**src/rtl/spi_link_pkg.sv**
```systemverilog
// Shared definitions for the 4-lane camera SPI link (receiver and sender).
package spi_link_pkg;

    localparam int DATA_WIDTH = 8;
    localparam int LINES      = 4;

    typedef logic [DATA_WIDTH-1:0] pixel_t;

    typedef enum logic {
        RX_IDLE  = 1'b0,
        RX_SHIFT = 1'b1
    } rx_state_t;

endpackage

```
**src/rtl/spi_rx_sync.sv**
```systemverilog
// N-bit, STAGES-deep flip-flop synchronizer with asynchronous reset to 0.
module spi_rx_sync #(
    parameter int WIDTH  = 8,
    parameter int STAGES = 2
) (
    input  logic             clk_in,
    input  logic             rst_in,
    input  logic [WIDTH-1:0] d_in,
    output logic [WIDTH-1:0] q_out
);

    logic [WIDTH-1:0] r_stage [STAGES];

    // Shift the asynchronous inputs through the synchronizer chain.
    always_ff @(posedge clk_in or posedge rst_in) begin
        if (rst_in) begin
            for (int s = 0; s < STAGES; s++) r_stage[s] <= '0;
        end else begin
            r_stage[0] <= d_in;
            for (int s = 1; s < STAGES; s++) r_stage[s] <= r_stage[s-1];
        end
    end

    assign q_out = r_stage[STAGES-1];

endmodule

```
**src/rtl/spi_pixel_receiver.sv**
```systemverilog
// Main-board receiver for the 4-lane camera SPI link: synchronizes the link,
// deserializes each chip-select burst into LINES pixels and streams them out.
// Optional feature macro: SPI_RX_FRAME_CHECK_EN (short-burst flag, burst counter).
//
// state    | meaning
// RX_IDLE  | waiting for cs falling edge
// RX_SHIFT | shifting lanes on dclk rising edges until cs rises
module spi_pixel_receiver
    import spi_link_pkg::*;
#(
    parameter int DATA_WIDTH  = spi_link_pkg::DATA_WIDTH,
    parameter int LINES       = spi_link_pkg::LINES,
    parameter int SYNC_STAGES = 2
) (
    input  logic                  clk_in,
    input  logic                  rst_in,
    input  logic                  dclk,
    input  logic [LINES-1:0]      cipo,
    input  logic                  cs,
    input  logic                  spi_hsync,
    input  logic                  spi_vsync,
    output logic [DATA_WIDTH-1:0] pixel_data_out,
    output logic                  pixel_valid_out,
    input  logic                  pixel_ready_in,
    output logic                  pixel_last_out,
    output logic                  pixel_first_out,
`ifdef SPI_RX_FRAME_CHECK_EN
    output logic                  short_burst_out,
    output logic [15:0]           burst_count_out,
`endif
    output logic                  overflow_out
);

    localparam int CW = $clog2(DATA_WIDTH + 1);
    localparam int IW = (LINES > 1) ? $clog2(LINES) : 1;

    logic [LINES+3:0]      w_sync;
    logic [LINES-1:0]      w_cipo;
    logic                  w_dclk, w_cs, w_hsync, w_vsync;
    logic                  w_dclk_rise, w_cs_fall, w_cs_rise, w_vsync_rise;
    logic                  w_fire, w_empty_now, w_accept;

    rx_state_t             r_state;
    logic [CW-1:0]         r_cnt;
    logic [DATA_WIDTH-1:0] r_shift [LINES];
    logic                  r_done, r_done_last;
    logic                  r_dclk_d, r_cs_d, r_vsync_d;
    logic [DATA_WIDTH-1:0] r_pix [LINES];
    logic [IW-1:0]         r_idx;
    logic                  r_full, r_buf_last, r_buf_first;
    logic                  r_first_pending, r_overflow;
`ifdef SPI_RX_FRAME_CHECK_EN
    logic                  r_short_burst;
    logic [15:0]           r_burst_count;
`endif

    spi_rx_sync #(.WIDTH(LINES + 4), .STAGES(SYNC_STAGES)) u_sync (
        .clk_in (clk_in),
        .rst_in (rst_in),
        .d_in   ({spi_vsync, spi_hsync, cs, dclk, cipo}),
        .q_out  (w_sync)
    );

    assign w_cipo  = w_sync[LINES-1:0];
    assign w_dclk  = w_sync[LINES];
    assign w_cs    = w_sync[LINES+1];
    assign w_hsync = w_sync[LINES+2];
    assign w_vsync = w_sync[LINES+3];

    assign w_dclk_rise  = w_dclk & ~r_dclk_d;
    assign w_cs_fall    = ~w_cs & r_cs_d;
    assign w_cs_rise    = w_cs & ~r_cs_d;
    assign w_vsync_rise = w_vsync & ~r_vsync_d;

    // Delayed copies of the synchronized strobes for edge detection.
    always_ff @(posedge clk_in or posedge rst_in) begin
        if (rst_in) begin
            r_dclk_d  <= 1'b0;
            r_cs_d    <= 1'b0;
            r_vsync_d <= 1'b0;
        end else begin
            r_dclk_d  <= w_dclk;
            r_cs_d    <= w_cs;
            r_vsync_d <= w_vsync;
        end
    end

    // RX state machine: deserialize lanes; flag a complete burst for one cycle.
    always_ff @(posedge clk_in or posedge rst_in) begin
        if (rst_in) begin
            r_state     <= RX_IDLE;
            r_cnt       <= '0;
            r_done      <= 1'b0;
            r_done_last <= 1'b0;
            for (int i = 0; i < LINES; i++) r_shift[i] <= '0;
`ifdef SPI_RX_FRAME_CHECK_EN
            r_short_burst <= 1'b0;
`endif
        end else begin
            r_done <= 1'b0;
            case (r_state)
                RX_IDLE: begin
                    if (w_cs_fall) begin
                        r_cnt   <= '0;
                        for (int i = 0; i < LINES; i++) r_shift[i] <= '0;
                        r_state <= RX_SHIFT;
                    end
                end
                RX_SHIFT: begin
                    if (w_cs_rise) begin
                        r_state <= RX_IDLE;
                        if (r_cnt == CW'(DATA_WIDTH)) begin
                            r_done      <= 1'b1;
                            r_done_last <= w_hsync;
                        end
`ifdef SPI_RX_FRAME_CHECK_EN
                        else r_short_burst <= 1'b1;
`endif
                    end else if (w_dclk_rise && (r_cnt != CW'(DATA_WIDTH))) begin
                        // Counter saturates at DATA_WIDTH; extra edges shift nothing.
                        for (int i = 0; i < LINES; i++)
                            r_shift[i] <= {r_shift[i][DATA_WIDTH-2:0], w_cipo[i]};
                        r_cnt <= r_cnt + 1'b1;
                    end
                end
                default: r_state <= RX_IDLE;
            endcase
        end
    end

    assign w_fire      = r_full & pixel_ready_in;
    assign w_empty_now = w_fire & (r_idx == IW'(LINES - 1));
    assign w_accept    = r_done & (~r_full | w_empty_now);

    // Output buffer: load a complete burst when free (or freeing this cycle).
    always_ff @(posedge clk_in or posedge rst_in) begin
        if (rst_in) begin
            for (int i = 0; i < LINES; i++) r_pix[i] <= '0;
            r_idx       <= '0;
            r_full      <= 1'b0;
            r_buf_last  <= 1'b0;
            r_buf_first <= 1'b0;
            r_overflow  <= 1'b0;
        end else begin
            if (w_accept) begin
                for (int i = 0; i < LINES; i++) r_pix[i] <= r_shift[i];
                r_idx       <= '0;
                r_full      <= 1'b1;
                r_buf_last  <= r_done_last;
                r_buf_first <= r_first_pending;
            end else if (w_fire) begin
                if (r_idx == IW'(LINES - 1)) begin
                    r_full <= 1'b0;
                    r_idx  <= '0;
                end else begin
                    r_idx <= r_idx + 1'b1;
                end
            end
            if (r_done && !w_accept) r_overflow <= 1'b1;
        end
    end

    // Start-of-frame pending flag, consumed by the next accepted burst.
    always_ff @(posedge clk_in or posedge rst_in) begin
        if (rst_in)            r_first_pending <= 1'b0;
        else if (w_vsync_rise) r_first_pending <= 1'b1;
        else if (w_accept)     r_first_pending <= 1'b0;
    end

`ifdef SPI_RX_FRAME_CHECK_EN
    // Complete bursts since the last vsync rising edge.
    always_ff @(posedge clk_in or posedge rst_in) begin
        if (rst_in)            r_burst_count <= '0;
        else if (w_vsync_rise) r_burst_count <= {15'd0, r_done};
        else if (r_done)       r_burst_count <= r_burst_count + 16'd1;
    end

    assign short_burst_out = r_short_burst;
    assign burst_count_out = r_burst_count;
`endif

    assign pixel_valid_out = r_full;
    assign pixel_data_out  = r_full ? r_pix[r_idx] : '0;
    assign pixel_last_out  = r_full & r_buf_last & (r_idx == IW'(LINES - 1));
    assign pixel_first_out = r_full & r_buf_first & (r_idx == '0);
    assign overflow_out    = r_overflow;

endmodule

```
**config.mk**
```make
export PLATFORM = sky130hd
export DESIGN_NAME = spi_pixel_receiver
export DESIGN_NICKNAME = d
export VERILOG_FILES = /design/src/rtl/spi_link_pkg.sv /design/src/rtl/spi_rx_sync.sv /design/src/rtl/spi_pixel_receiver.sv
export SDC_FILE = /design/constraint.sdc
export NUM_CORES = 1
export LEC_CHECK = 0
export CAP_MARGIN = 30
export CORE_MARGIN = 5
export CORE_UTILIZATION = 53
export DETAILED_ROUTE_END_ITERATION = 7
export PLACE_DENSITY = 0.75
export SYNTH_ARGS = -nofsm -noshare
export SYNTH_HDL_FRONTEND = slang
export SYNTH_SLANG_ARGS = --single-unit
```
**constraint.sdc**
```tcl
create_clock -name clk_in -period 3.1 [get_ports clk_in]
set_clock_uncertainty 0.2 [all_clocks]
set_input_delay 0.465 -clock clk_in [delete_from_list [all_inputs] [get_ports clk_in]]
set_output_delay 0.465 -clock clk_in [all_outputs]
set_load 0.05 [all_outputs]
```
==> impl_metrics.toml, run 1 <==
[final_layout]
utilization_pct = 60.1
post_route_cells_drive_above_1_share_pct = 20.2
final_cell_mix = "sky130_fd_sc_hd__dfrtp_1 (97), sky130_fd_sc_hd__inv_1 (39), sky130_fd_sc_hd__nand2_1 (35), sky130_fd_sc_hd__mux2_2 (35), sky130_fd_sc_hd__mux2i_1 (34)"
multi_input_comb_area_um2 = 1370
area.sequential_um2 = 2430
layout.cells.non_filler = 439
number_of_diodes = 0
filler_cell_count = 631
final_common_cell = "sky130_fd_sc_hd__dfrtp_1"
area_delta_synth_final_pct = 12.3
net_total_in_the_final_layout = 347

[grt]
initial_antenna_violation_count = 0
grt_max_degree = 42
first_global_vias = 2315
wire_length_of_the_first_global_routing_pass_mm = 11.5
globalRouteTotalUtil_pct = 15.1
grt-ovfl-total = 0

[clock_tree]
htree_levels = 3
cts_num_sinks = 97
clock_tree_from_tritoncts = "done"
cts_made_buffers = 9
clk-insertion-delay-late_ns = 0.35
post_cts.repair.setup_buffers = 0
cts_hold_buf = 0
clockBufferDepth = 2
clk_root_buffer_cell = "sky130_fd_sc_hd__clkbuf_8"
cts.reportedPaths.clkPinSlew_ns = 0.09

[detailed_routing]
finalWirelength_mm = 6.58
count_of_unresolved_drc_violations_after_routing = 0
detail_route.vias_per_cell = 5.11
final_antenna_net_count = 0
count_of_vias_placed_by_the_detailed_router = 2243
dr.pass1.iters = 4
drt-initial-drc-count = 79
routedWlPerCell_um = 15.0

[min_path]
hold_path.startpoint = "u_sync.r_stage[12]$_DFF_PP0_"
holdPathEnd = "u_sync.q_out[4]$_DFF_PP0_"
min_delay_path_depth = 0
worst_hold_path_type = "reg -> reg"

[yosys]
synth_area_leaders = "sky130_fd_sc_hd__dfrtp_1 (60%), sky130_fd_sc_hd__mux2_2 (9.7%), sky130_fd_sc_hd__mux2i_1 (8.4%), sky130_fd_sc_hd__mux4_2 (4.4%), sky130_fd_sc_hd__inv_1 (3.7%)"
post_synth_inst_count = 308
proportion_of_synthesized_chip_area_in_sequential_cells_pct = 59.6
synthDistinctLibCells = 34
syn_nets = 323
dominantRegCellSynth = "sky130_fd_sc_hd__dfrtp_1"
synth_largest_area_cell = "sky130_fd_sc_hd__dfrtp_1"
ys_warn_count = 0
synth_top_cell_area_share_pct = 59.6
synthArstFlopShare_pct = 100
mappedNetlistArea_um2 = 4070
syn_avg_cell_area_um2 = 13.2
number_of_synthesized_register_bits = 97
synth_edf_count = 0

[timing]
worstMarginPinSlew_ns = 0.801
fmax_mhz = 334
slew_violations = 0
relSlewSlack_pct = 46.6
finalSetupViolations = 0
setup_total_negative_slack_ns = 0
period_minus_slack_ns = 2.99
rsz0062_at_grt = "false"
fin_crit_sh_pct = 96.6
finalWorstSetupSlack_ns = 0.106
finalHoldViolations = 0

[place]
gp_routability_congestion = 0.754
dp_hpwl_mm = 4.48
dp_worst_setup_slack_ns = 0.461
placed_cell_count = 423
port-buffer-count = 22

[floorplanning]
die_outline_area_um2 = 9530
top_ports = 23
floorplan.initialDensity_pct = 53.5
fp.coreArea_um2 = 7610
dieHeight_um = 97.6
rows = 32
floorplan.die.width_um = 97.6

[setup_path]
timing.critical_path.arrival_ns = 2.33
timing.critical_path.fanout_max = 12
reg2reg_depth = 6
critical-path-max-stage-delay_ns = 0.69
series_of_cell_instances_along_the_critical_path = "buf_4 > mux4_2 > and2_1 > clkdlybuf4s50_1"
critical_path.startpoint_type = "flip-flop"
worst-endpoint-required_ns = 2.43
criticalPathCategory = "reg -> out"
rr_startpoint = "r_cnt[0]$_DFFE_PP0P_"
critical-path-slowest-cell = "sky130_fd_sc_hd__clkdlybuf4s50_1"
worst_reg2reg_endpoint = "r_shift[1]$_DFFE_PP0P_"
critPathCaptureType = "primary output"
rrSetupSlack_ns = 0.80

[power_and_ir_drop]
power.ir.vdd_worst_v = 0.000413
power_density_nw_per_um2 = 627
p_leak_uw = 0.00234

[flow_run]
cap_violations = 0

[outcome]
result_of_the_run = "completed"
[flip-flops by register name (all words and copies together), names as in the netlist]
register,flops
r_shift,32
r_vsync_d,1
pixel_valid_out,1
r_cnt,4
u_sync.q_out,8
r_state,1
r_first_pending,1
r_buf_last,1
overflow_out,1
r_pix,32
r_done_last,1
r_dclk_d,1
u_sync.r_stage,8
r_idx,2
r_done,1
r_buf_first,1
r_cs_d,1
[cell type report]
cell class	count	area share [%]
multi-input cells	156	29.9
flip-flops and latches	97	53.1
inverters	40	3.37
well taps	102	2.79
clock buffers	12	2.95
repair buffers	28	6.73
clock inverters	4	1.18
[layer usage]
metal  up-vias  track usage, %  routed length, um
met5         -               0                  0
met4         0            6.18                 99
met3         9            2.94                225
met2        40            23.7               3220
met1      1131            20.6               3030
li1       1063               -                  -
[what timing repair did]
action | CTS | global route
gates resized for setup | 0 | 2
setup endpoints to repair | 0 | 2
hold endpoints to repair | 0 | 0
[cells by family after synthesis]
| logic type | Yosys count | synth area share (%) |
|---|---|---|
| muxes | 77 | 22.5 |
| adders and majority gates | 4 | 1.23 |
| DFF | 97 | 59.6 |
| buffers and inverters | 55 | 6.82 |
| and+or+nand+nor | 63 | 7.65 |
| AOI/OAI and AO/OA | 12 | 2.21 |
[Yosys cell counts, types with 3 or more instances]
master and number:
sky130_fd_sc_hd__mux2_2 35, sky130_fd_sc_hd__and2_1 9, sky130_fd_sc_hd__ha_1 4, sky130_fd_sc_hd__inv_1 40, sky130_fd_sc_hd__mux4_2 8, sky130_fd_sc_hd__buf_2 3, sky130_fd_sc_hd__buf_4 3, sky130_fd_sc_hd__buf_12 3
sky130_fd_sc_hd__nand3b_1 4, sky130_fd_sc_hd__clkbuf_1 5, sky130_fd_sc_hd__nand2_1 35, sky130_fd_sc_hd__dfrtp_1 97, sky130_fd_sc_hd__mux2i_1 34
[how the worst max path moves through the flow]
stage | start | slack, ns | endpoint
floorplan | r_idx[0]$_DFFE_PP0P_ | 0.97 | pixel_data_out[0]
CTS | r_idx[0]$_DFFE_PP0P_ | 0.06 | pixel_data_out[1]
finish | r_idx[0]$_DFFE_PP0P_ | 0.11 | pixel_data_out[0]
detailed placement | r_idx[0]$_DFFE_PP0P_ | 0.46 | pixel_data_out[1]
global placement | r_idx[0]$_DFFE_PP0P_ | 0.51 | pixel_data_out[5]
global route | r_idx[0]$_DFFE_PP0P_ | 0.009 | pixel_data_out[0]
[critical path, delay by kind of cell, from the launching register on]
kind | cells | cell delay [ns]
AND/OR/NAND/NOR | 1 | 0.17
buffers and inverters | 2 | 0.93
flip-flops | 1 | 0.35
multiplexers | 1 | 0.52
[through the flow]
stage / area [um^2] / hold WS [ns] / power [uW]
2_1_floorplan: 4080 / 0.131 / 1950
3_3_place_gp: 4360 / 0.133 / 2080
3_5_place_dp: 4380 / 0.135 / 2110
4_1_cts: 4570 / 0.156 / 2900
5_1_grt: 4570 / 0.161 / 3020
6_report: 4570 / 0.153 / 2870
[report_power, final]
| group | switching (uW) | internal, uW |
|---|---|---|
| clock | 414 | 376 |
| combinational | 288 | 263 |
| sequential | 133 | 1390 |
| total | 835 | 2030 |
No activity file was read; power rests on OpenSTA's default activity.
==> inputs of run 2 (changes only) <==
- CORE_UTILIZATION: 53 -> 56
- DONT_BUFFER_PORTS: not set -> 1
- PLACE_DENSITY: 0.75 -> 0.74
==> impl_metrics.toml, run 2 (synthesized netlist as in run 1, its figures left out) <==
[timing]
period_minus_slack_ns = 2.65
relSlewSlack_pct = 44.7
hold_slack_ns = 0.0973
setup_total_negative_slack_ns = 0
rsz0062_at_grt = "false"
fmax_mhz = 377
finalSetupViolations = 0
slew_violations = 0
finalHoldViolations = 0
worstMarginPinSlew_ns = 0.829
fin_crit_sh_pct = 85.5
finalWorstSetupSlack_ns = 0.448

[place]
dp_worst_setup_slack_ns = 0.631
gp_routability_congestion = 0.755
port-buffer-count = 0
dp_hpwl_mm = 4.09

[detailed_routing]
drt-initial-drc-count = 119
final_antenna_net_count = 0
count_of_vias_placed_by_the_detailed_router = 2155
routedWlPerCell_um = 14.4
finalWirelength_mm = 6.12
count_of_unresolved_drc_violations_after_routing = 0
detail_route.vias_per_cell = 5.07
dr.pass1.iters = 4

[power_and_ir_drop]
power.ir.vdd_worst_v = 0.000267
power_density_nw_per_um2 = 621
p_leak_uw = 0.00226
seq_power_share_pct = 56.0
intPower_uw = 1950
netSwitchingPower_uw = 798
power.share.combinational_pct = 17.3
clock_power_share_pct = 26.8
p_total_uw = 2750
swShare_pct = 29.0

[setup_path]
series_of_cell_instances_along_the_critical_path = "mux4_2 > and2_1"
critical_path.startpoint_type = "flip-flop"
criticalPathCategory = "reg -> out"
critPathCaptureType = "primary output"
worst-endpoint-required_ns = 2.43
timing.critical_path.arrival_ns = 1.99
cp.buffers_inverters = 0
critical-path-max-stage-delay_ns = 0.71
timing.critical_path.fanout_max = 12
critical-path-slowest-cell = "sky130_fd_sc_hd__dfrtp_1"
crit_family = "flip-flops"

[final_layout]
final_common_cell = "sky130_fd_sc_hd__dfrtp_1"
largest_registers = "r_pix x32, r_shift x32"
final_cell_mix = "sky130_fd_sc_hd__dfrtp_1 (97), sky130_fd_sc_hd__inv_1 (39), sky130_fd_sc_hd__nand2_1 (35), sky130_fd_sc_hd__mux2_2 (35), sky130_fd_sc_hd__mux2i_1 (34)"
number_of_diodes = 0
net_total_in_the_final_layout = 336
area_delta_synth_final_pct = 8.82
post_route_cells_drive_above_1_share_pct = 22.1
filler_cell_count = 567

[clock_tree]
cts.reportedPaths.clkPinSlew_ns = 0.09
clk_root_buffer_cell = "sky130_fd_sc_hd__clkbuf_8"
cts_made_buffers = 9
clk-insertion-delay-late_ns = 0.35
clock_tree_from_tritoncts = "done"
cts-resized-gates = 0
htree_levels = 3
cts_num_sinks = 97
clockBufferDepth = 2
post_cts.repair.setup_buffers = 0

[grt]
grt-ovfl-total = 0
globalRoute.busiestLayer = "met2"
grt_max_degree = 38
wire_length_of_the_first_global_routing_pass_mm = 10.8
globalRouteMet2Util_pct = 25.7
initial_antenna_violation_count = 0
first_global_vias = 2208
grt_use_met3_pct = 5.84
globalRouteTotalUtil_pct = 15.7
grt_util_met1_pct = 19.4

[floorplanning]
floorplan.die.width_um = 95.3
die_outline_area_um2 = 9080
dieHeight_um = 95.3
floorplan.initialDensity_pct = 56.7
top_ports = 23
rows = 31
fp.coreArea_um2 = 7180

[outcome]
result_of_the_run = "completed"

[min_path]
worst_hold_path_type = "in -> reg"

[flow_run]
cap_violations = 0
## run 2: changes by cell type in the layout (fill, tap and decap cells not counted)
cell,before,now
sky130_fd_sc_hd__clkinv_2,0,1
sky130_fd_sc_hd__clkbuf_8,9,11
sky130_fd_sc_hd__clkdlybuf4s50_1,20,0
sky130_fd_sc_hd__dlygate4sd3_1,0,9
sky130_fd_sc_hd__buf_12,3,2
sky130_fd_sc_hd__buf_4,3,6
sky130_fd_sc_hd__clkbuf_1,3,1
sky130_fd_sc_hd__bufinv_16,1,0
sky130_fd_sc_hd__clkinvlp_4,3,4
sky130_fd_sc_hd__dlymetal6s2s_1,2,0
sky130_fd_sc_hd__clkinv_4,1,0
## run 2: timing repair
| action | CTS | global route |
|---|---|---|
| hold endpoints to repair | 27 | 0 |
| setup endpoints to repair | 0 | 0 |
| hold buffers | 9 | 0 |
## run 2: metrics by stage
stage	cells	utilization (%)	area, um^2
after floorplan	308	-	4080
after global placement	398	57.4	4120
after detailed placement	400	57.9	4160
after CTS	425	61.7	4430
after global routing	425	61.7	4430
final	425	61.7	4430
## run 2: worst paths after layout
check	from	end	slack, ns	cells after the start
worst max-delay path	r_idx[0]$_DFFE_PP0P_	pixel_data_out[1]	0.45	2
worst min-delay path	pixel_ready_in	r_idx[0]$_DFFE_PP0P_	0.1	2
worst max register to register	r_idx[0]$_DFFE_PP0P_	r_pix[29]$_DFFE_PP0P_	0.64	5
worst min register to register	u_sync.r_stage[13]$_DFF_PP0_	u_sync.q_out[5]$_DFF_PP0_	0.15	0
max in group asynchronous	rst_in	u_sync.r_stage[13]$_DFF_PP0_	1.53	4
min in group asynchronous	rst_in	u_sync.r_stage[8]$_DFF_PP0_	0.41	2
## run 2: routing by layer
metal	routed length, um	vias up
li1	-	1043
met1	2720	1078
met2	3030	29
met3	311	5
met4	55	0
met5	0	-
## run 2: layout make-up
type / instances / area (um^2) / area share (%)
Clock inverter: 4 / 27.5 / 0.621
Timing Repair Buffer: 17 / 175 / 3.95
Sequential cell: 97 / 2430 / 54.8
Tap cell: 99 / 124 / 2.80
Multi-Input combinational cell: 156 / 1370 / 30.9
Clock buffer: 12 / 155 / 3.50
Inverter: 40 / 154 / 3.47
## run 2: worst register-to-register path: cells and delay by family (launching register included)
| family | cells | cell delay, ns |
|---|---|---|
| buffers and inverters | 1 | 0.40 |
| muxes | 1 | 0.41 |
| and+or+nand+nor | 1 | 0.15 |
| AOI/OAI and AO/OA | 1 | 0.27 |
| DFF | 1 | 0.59 |
| adders and majority gates | 1 | 0.33 |
## run 2: power groups by stage
stage          clock (uW)  combinational [uW]  sequential [uW]
2_1_floorplan           0                 419             1530
3_3_place_gp            0                 450             1560
3_5_place_dp            0                 471             1570
4_1_cts               773                 484             1550
5_1_grt               827                 536             1570
6_report              737                 475             1540
